--- src/rtl/cpu_pkg.sv ---
// Shared opcodes, FSM states and instruction-field helpers for the multicycle datapath.
// Instruction layout, MSB first: opcode[3] | rd | rs | low field (rt or sign-extended imm).
package cpu_pkg;

  localparam logic [2:0] OP_ADD  = 3'b000;
  localparam logic [2:0] OP_SUB  = 3'b001;
  localparam logic [2:0] OP_AND  = 3'b010;
  localparam logic [2:0] OP_OR   = 3'b011;
  localparam logic [2:0] OP_ADDI = 3'b100;
  localparam logic [2:0] OP_LW   = 3'b101;
  localparam logic [2:0] OP_SW   = 3'b110;
  localparam logic [2:0] OP_BEQ  = 3'b111;

  typedef enum logic [2:0] {
    IDLE,
    FETCH,
    DECODE,
    EXECUTE,
    MEM,
    WB
  } state_t;

  function automatic int imm_width(input int data_w, input int reg_aw);
    return data_w - 3 - 2 * reg_aw;
  endfunction

  // Fields are pulled through a 64-bit window so any instruction width up to 64 fits.
  function automatic logic [63:0] field_bits(input logic [63:0] word, input int lsb,
                                             input int width);
    logic [63:0] shifted;
    shifted = (lsb >= 0) ? (word >> lsb) : (word << (-lsb));
    return shifted & ((64'd1 << width) - 64'd1);
  endfunction

  function automatic logic [63:0] opcode_of(input logic [63:0] ir, input int data_w);
    return field_bits(ir, data_w - 3, 3);
  endfunction

  function automatic logic [63:0] rd_of(input logic [63:0] ir, input int data_w,
                                        input int reg_aw);
    return field_bits(ir, data_w - 3 - reg_aw, reg_aw);
  endfunction

  function automatic logic [63:0] rs_of(input logic [63:0] ir, input int data_w,
                                        input int reg_aw);
    return field_bits(ir, data_w - 3 - 2 * reg_aw, reg_aw);
  endfunction

  // rt sits in the top bits of the low field; any bits below it are don't-care.
  function automatic logic [63:0] rt_of(input logic [63:0] ir, input int data_w,
                                        input int reg_aw);
    return field_bits(ir, imm_width(data_w, reg_aw) - reg_aw, reg_aw);
  endfunction

  function automatic logic [63:0] imm_of(input logic [63:0] ir, input int data_w,
                                         input int reg_aw);
    return field_bits(ir, 0, imm_width(data_w, reg_aw));
  endfunction

endpackage

--- src/rtl/cpu_reg_file.sv ---
// Register file: two combinational read ports, a debug read port and one synchronous write.
// r0 is hard-wired to zero; writes addressed to it are discarded.
module cpu_reg_file #(
  parameter int DATA_W = 13,
  parameter int REG_AW = 3
) (
  input  logic              clk,
  input  logic              reset,
  input  logic [REG_AW-1:0] raddr1_i,
  output logic [DATA_W-1:0] rdata1_o,
  input  logic [REG_AW-1:0] raddr2_i,
  output logic [DATA_W-1:0] rdata2_o,
  input  logic [REG_AW-1:0] dbg_raddr_i,
  output logic [DATA_W-1:0] dbg_rdata_o,
  input  logic              we_i,
  input  logic [REG_AW-1:0] waddr_i,
  input  logic [DATA_W-1:0] wdata_i
);

  localparam int NUM_REGS = 2 ** REG_AW;

  logic [DATA_W-1:0] regs_q [NUM_REGS];

  always_ff @(posedge clk) begin
    if (reset) begin
      for (int i = 0; i < NUM_REGS; i++) begin
        regs_q[i] <= '0;
      end
    end else if (we_i && (waddr_i != '0)) begin
      regs_q[waddr_i] <= wdata_i;
    end
  end

  assign rdata1_o    = (raddr1_i == '0) ? '0 : regs_q[raddr1_i];
  assign rdata2_o    = (raddr2_i == '0) ? '0 : regs_q[raddr2_i];
  assign dbg_rdata_o = (dbg_raddr_i == '0) ? '0 : regs_q[dbg_raddr_i];

endmodule

--- src/rtl/multicycle_datapath.sv ---
// Multi-cycle CPU: FETCH/DECODE/EXECUTE/MEM/WB over a req/done memory handshake.
// Memory-side outputs decode directly from registered state, so they hold steady across wait states.
module multicycle_datapath
  import cpu_pkg::*;
#(
  parameter int                DATA_W   = 13,
  parameter int                ADDR_W   = 13,
  parameter int                REG_AW   = 3,
  parameter logic [ADDR_W-1:0] RESET_PC = '0
) (
  input  logic              clk,
  input  logic              reset,
  input  logic              run,
  output logic              mem_req,
  output logic              mem_we,
  output logic [ADDR_W-1:0] mem_addr,
  output logic [DATA_W-1:0] mem_wdata,
  input  logic [DATA_W-1:0] mem_rdata,
  input  logic              mem_done,
  output logic [ADDR_W-1:0] pc,
  output logic              busy,
  output logic              beq_taken,
  output logic              write_flag,
  output logic              retire,
  input  logic [REG_AW-1:0] dbg_raddr,
  output logic [DATA_W-1:0] dbg_rdata
);

  localparam int IMM_W = imm_width(DATA_W, REG_AW);

  if (IMM_W < 1) begin : g_bad_imm
    $fatal(1, "multicycle_datapath: DATA_W leaves no room for an immediate field");
  end
  if (ADDR_W > DATA_W) begin : g_bad_addr
    $fatal(1, "multicycle_datapath: ADDR_W must not exceed DATA_W");
  end

  state_t            state_q;
  logic [ADDR_W-1:0] pc_q;
  logic [DATA_W-1:0] ir_q, a_q, b_q, aluOut_q, mdr_q;

  logic [2:0]        opcode;
  logic [REG_AW-1:0] rdAddr, rsAddr, rtAddr;
  logic [IMM_W-1:0]  imm;
  logic [DATA_W-1:0] immExt;

  assign opcode = 3'(opcode_of(64'(ir_q), DATA_W));
  assign rdAddr = REG_AW'(rd_of(64'(ir_q), DATA_W, REG_AW));
  assign rsAddr = REG_AW'(rs_of(64'(ir_q), DATA_W, REG_AW));
  assign rtAddr = REG_AW'(rt_of(64'(ir_q), DATA_W, REG_AW));
  assign imm    = IMM_W'(imm_of(64'(ir_q), DATA_W, REG_AW));
  assign immExt = {{(DATA_W - IMM_W){imm[IMM_W-1]}}, imm};

  logic              isRtype, branchTaken, regWe;
  logic [REG_AW-1:0] raddr2;
  logic [DATA_W-1:0] rdata1, rdata2, wbData, alu_d;
  state_t            boundary_d;

  // Second read port feeds B: rt for R-type, rd for SW store data and BEQ compare.
  assign isRtype     = ~opcode[2];
  assign raddr2      = isRtype ? rtAddr : rdAddr;
  assign branchTaken = (opcode == OP_BEQ) && (a_q == b_q);
  assign regWe       = (state_q == WB);
  assign wbData      = (opcode == OP_LW) ? mdr_q : aluOut_q;
  assign boundary_d  = run ? FETCH : IDLE;

  cpu_reg_file #(
    .DATA_W(DATA_W),
    .REG_AW(REG_AW)
  ) u_reg_file (
    .clk        (clk),
    .reset      (reset),
    .raddr1_i   (rsAddr),
    .rdata1_o   (rdata1),
    .raddr2_i   (raddr2),
    .rdata2_o   (rdata2),
    .dbg_raddr_i(dbg_raddr),
    .dbg_rdata_o(dbg_rdata),
    .we_i       (regWe),
    .waddr_i    (rdAddr),
    .wdata_i    (wbData)
  );

  always_comb begin
    alu_d = a_q + immExt;
    case (opcode)
      OP_ADD:  alu_d = a_q + b_q;
      OP_SUB:  alu_d = a_q - b_q;
      OP_AND:  alu_d = a_q & b_q;
      OP_OR:   alu_d = a_q | b_q;
      default: alu_d = a_q + immExt;
    endcase
  end

  // pc is bumped in DECODE, so a taken branch only needs to add the offset.
  always_ff @(posedge clk) begin
    if (reset) begin
      state_q  <= IDLE;
      pc_q     <= RESET_PC;
      ir_q     <= '0;
      a_q      <= '0;
      b_q      <= '0;
      aluOut_q <= '0;
      mdr_q    <= '0;
    end else begin
      case (state_q)
        IDLE: begin
          if (run) state_q <= FETCH;
        end
        FETCH: begin
          if (mem_done) begin
            ir_q    <= mem_rdata;
            state_q <= DECODE;
          end
        end
        DECODE: begin
          a_q     <= rdata1;
          b_q     <= rdata2;
          pc_q    <= pc_q + ADDR_W'(1);
          state_q <= EXECUTE;
        end
        EXECUTE: begin
          aluOut_q <= alu_d;
          if (opcode == OP_BEQ) begin
            if (branchTaken) pc_q <= pc_q + immExt[ADDR_W-1:0];
            state_q <= boundary_d;
          end else if ((opcode == OP_LW) || (opcode == OP_SW)) begin
            state_q <= MEM;
          end else begin
            state_q <= WB;
          end
        end
        MEM: begin
          if (mem_done) begin
            if (opcode == OP_SW) begin
              state_q <= boundary_d;
            end else begin
              mdr_q   <= mem_rdata;
              state_q <= WB;
            end
          end
        end
        WB: begin
          state_q <= boundary_d;
        end
        default: state_q <= IDLE;
      endcase
    end
  end

  assign mem_req   = (state_q == FETCH) || (state_q == MEM);
  assign mem_we    = (state_q == MEM) && (opcode == OP_SW);
  assign mem_addr  = (state_q == FETCH) ? pc_q :
                     (state_q == MEM)   ? aluOut_q[ADDR_W-1:0] : '0;
  assign mem_wdata = (state_q == MEM) ? b_q : '0;

  assign pc         = pc_q;
  assign busy       = (state_q != IDLE);
  assign beq_taken  = (state_q == EXECUTE) && branchTaken;
  assign write_flag = regWe && (rdAddr != '0);
  assign retire     = (state_q == WB) ||
                      ((state_q == EXECUTE) && (opcode == OP_BEQ)) ||
                      ((state_q == MEM) && mem_done && (opcode == OP_SW));

endmodule

--- config.mk ---
export PLATFORM = sky130hd
export DESIGN_NAME = multicycle_datapath
export DESIGN_NICKNAME = d
export VERILOG_FILES = /design/src/rtl/cpu_pkg.sv /design/src/rtl/cpu_reg_file.sv /design/src/rtl/multicycle_datapath.sv
export SDC_FILE = /design/constraint.sdc
export NUM_CORES = 1
export LEC_CHECK = 0
export CAP_MARGIN = 20
export CORE_UTILIZATION = 45
export CTS_BUF_LIST = sky130_fd_sc_hd__clkbuf_8 sky130_fd_sc_hd__clkbuf_16
export DETAILED_ROUTE_END_ITERATION = 12
export PLACE_DENSITY = 0.7
export SLEW_MARGIN = 10
export SYNTH_ARGS = -nofsm -noshare
export SYNTH_HDL_FRONTEND = slang
export SYNTH_SLANG_ARGS = --single-unit
--- constraint.sdc ---
create_clock -name clk -period 5.1 [get_ports clk]
set_input_delay 1.02 -clock clk [delete_from_list [all_inputs] [get_ports clk]]
set_output_delay 1.02 -clock clk [all_outputs]
set_load 0.01 [all_outputs]
==> impl_metrics.ini <==
[yosys]
syn_area_per_cell_um2 = 9.732
synth_cells = 1192
seq_area_frac_synth_pct = 41.42
synth_area_mm2 = 0.01160
synth_seq_cells = 188
synth_cell_types = 68
async_flop_share_pct = 0
synth-edff-count = 104
synthFlopType = edfxtp_1
yosysWarnings = 0

[die]
initial_core_util_pct = 45.94
pin_count = 78
core-area_mm2 = 0.02525
die_y_um = 162.6
dieWidth_um = 162.6
die_area_mm2 = 0.02643
num_rows = 58

[final_layout]
drive_above_1_share_pct = 11.33
n_antenna_cell = 0
area_growth_pct = 13.60
fin_nets = 1308

[worst_setup_path]
crit_path_frequent_cell = clkdlybuf4s50_1
r2r_cells = 13
r2r_start = ir_q[10]
crit_fanout = 27
cp-start-kind = input port
path_cells = clkdlybuf4s50_1 -> buf_4 -> mux2_2 -> a221oi_1 -> a21oi_1 -> clkdlybuf4s50_1
crit_slowest_cell = clkdlybuf4s50_1
arrival_ps = 3230
crit_buf_inv = 3
cp.required_ps = 4080
path_class = in2out
r2r_slack_ps = 1460
r2r_end = aluOut_q[12]
max_stage_delay_ps = 540
crit_family = buffers and inverters
end_kind = output pin

[routing]
first_iter_violations = 931
dr.pass1.iters = 5
wl_per_cell_um = 20.36
route.antenna.remaining_nets = 0
wl_um = 32050
via_per_inst = 5.932
drc = 0
num_vias = 9337

[timing]
finalSetupViolCount = 0
finalHoldViolCount = 0
finClkSkew_ps = 18.36
tightestPinTransition_ps = 1044
setup_tns_ps = 0
holdWs_ps = 459.8
slew_viol_final = 0
fin_crit_ps = 4251
rsz0062_at_grt = false
relSlewSlack_pct = 30.42
fin_crit_sh_pct = 83.35
fmax_mhz = 235.2

[clock_network]
path_clk_slew_ps = 70
cts_tree = done
cts_setup_buffers = 0
htree_levels = 4
cts-root-buf = clkbuf_16
clock_latency_ps = 440
holdBufCountCts = 0
post_cts_resized = 0
numCtsBuffers = 17
clock_sinks = 188
clk_path_buf_depth = 2

[placed_design]
routabilityCongestion = 0.9065
portBuffers = 77
dp_hpwl_um = 23710

[power_and_ir_drop]
peakVddDrop_mv = 0.2075
p_per_area_mw_per_mm2 = 271.5
p_leak_nw = 4.753

[worst_hold_path]
hp-start = mdr_q[12]
holdCritPathClass = reg2reg
min_to = mdr_q[12]
hold_depth = 2

[grt]
grt_pass1_vias = 8833
grt.total_usage_pct = 24.77
grt_overflow = 0
grt_start_max_net_pins = 91
grt_pass1_wl_um = 50400
antenna_found_initial = 0

[run_status]
status = finished, final reports clean

[job]
cap_viol_max_count = 0
[power by group]
group / total, mW / internal [mW] / leakage, nW / switching, mW
Combinational: 0.557 / 0.241 / 2.73 / 0.316
Clock: 1.31 / 0.652 / 0.277 / 0.657
Sequential: 1.71 / 1.65 / 1.75 / 0.0618
[stage by stage]
step	cells	setup WS, ps	power (mW)	utilization [%]	area, um^2
5_1_grt	1574	745.1	3.702	52.18	13180
6_report	1574	848.9	3.578	52.18	13180
2_1_floorplan	1204	1730	2.119	-	11650
3_5_place_dp	1542	896.2	2.292	49.92	12610
4_1_cts	1574	848.3	3.588	52.18	13180
3_3_place_gp	1541	951.9	2.280	49.89	12600
[tightest hold or removal path: stages (launching register included)]
cell	delay, ps
dfxtp_1	310
nand2_1	50
a21oi_1	50
[synth_stat cells, types with 15 or more instances]
library cell | count | area, um^2
xnor2_1 | 15 | 131.4
a221oi_1 | 15 | 131.4
edfxtp_1 | 104 | 3123
nor2_1 | 164 | 615.6
a21oi_1 | 78 | 390.4
o21ai_0 | 33 | 165.2
a22oi_1 | 15 | 112.6
a211oi_1 | 39 | 292.8
buf_2 | 18 | 90.09
xor2_1 | 17 | 148.9
mux4_2 | 40 | 900.9
clkbuf_1 | 57 | 214.0
nor3_1 | 28 | 140.1
dfxtp_1 | 84 | 1682
and2_1 | 17 | 106.4
nand2_1 | 129 | 484.2
mux2i_1 | 34 | 340.3
inv_1 | 52 | 195.2
mux2_2 | 31 | 349.1
a21o_1 | 16 | 120.1
ha_1 | 54 | 675.7
[cells by family after synthesis]
group           Yosys count  share of synthesized area (%)
buf+inv                 137                          4.821
compound gates          264                          15.44
xor+xnor                 32                          2.416
fa+ha+maj                57                          6.342
flops                   188                          41.42
simple gates            406                          15.53
other cells               1                        0.03232
mux                     107                          14.00
[per-layer routing]
layer	share of wire (%)	track usage, %	routed length, um
met2	47	40.03	15120
met4	2.3	7.519	745
met3	6.1	3.922	1949
met1	44	34.16	14230
met5	0	0	0
[registers in the layout, indices dropped and copies added, names as in the netlist, named ones only]
name / flops
mdr_q: 13
pc: 13
ir_q: 13
a_q: 13
u_reg_file.regs_q: 104
aluOut_q: 13
b_q: 13
state_q: 3
[worst max-delay path by stage]
| stage | cells past startpoint | from | slack, ps | to |
|---|---|---|---|---|
| after floorplan | 5 | dbg_raddr[1] | 1730 | dbg_rdata[10] |
| final | 6 | dbg_raddr[1] | 850 | dbg_rdata[7] |
| after CTS | 6 | dbg_raddr[1] | 850 | dbg_rdata[7] |
| after global routing | 7 | dbg_raddr[1] | 750 | dbg_rdata[9] |
| after global placement | 7 | dbg_raddr[1] | 950 | dbg_rdata[12] |
| after detailed placement | 7 | dbg_raddr[1] | 900 | dbg_rdata[9] |
[cell usage in the layout, fill, tap and decap left out, types with 10 or more instances in the layout]
cell type and instances:
clkbuf_16 17, mux2_2 31, xnor2_1 15, xor2_1 17
buf_4 17, nor2b_1 10, conb_1 13, dfxtp_1 83
o21ai_0 33, inv_1 52, nor2_1 164, nand3_1 14
nand2_1 129, a211oi_1 39, a22o_1 13, a311oi_1 14
a21oi_1 78, a22oi_1 15, nor3_1 27, ha_1 54
a221oi_1 15, clkdlybuf4s50_1 76, a21o_1 16, mux2i_1 32
edfxtp_1 104, and2_1 17, nand2b_1 13, mux4_2 40
[cell type report]
class	instances	area, um^2
multi-input cells	879	6304
inverters	52	195.2
flip-flops and latches	188	4806
clock buffers	17	425.4
clock inverters	15	147.6
repair buffers	93	888.4
well taps	330	412.9
fillers	2298	12080
Power figures use the tool's default switching activity.
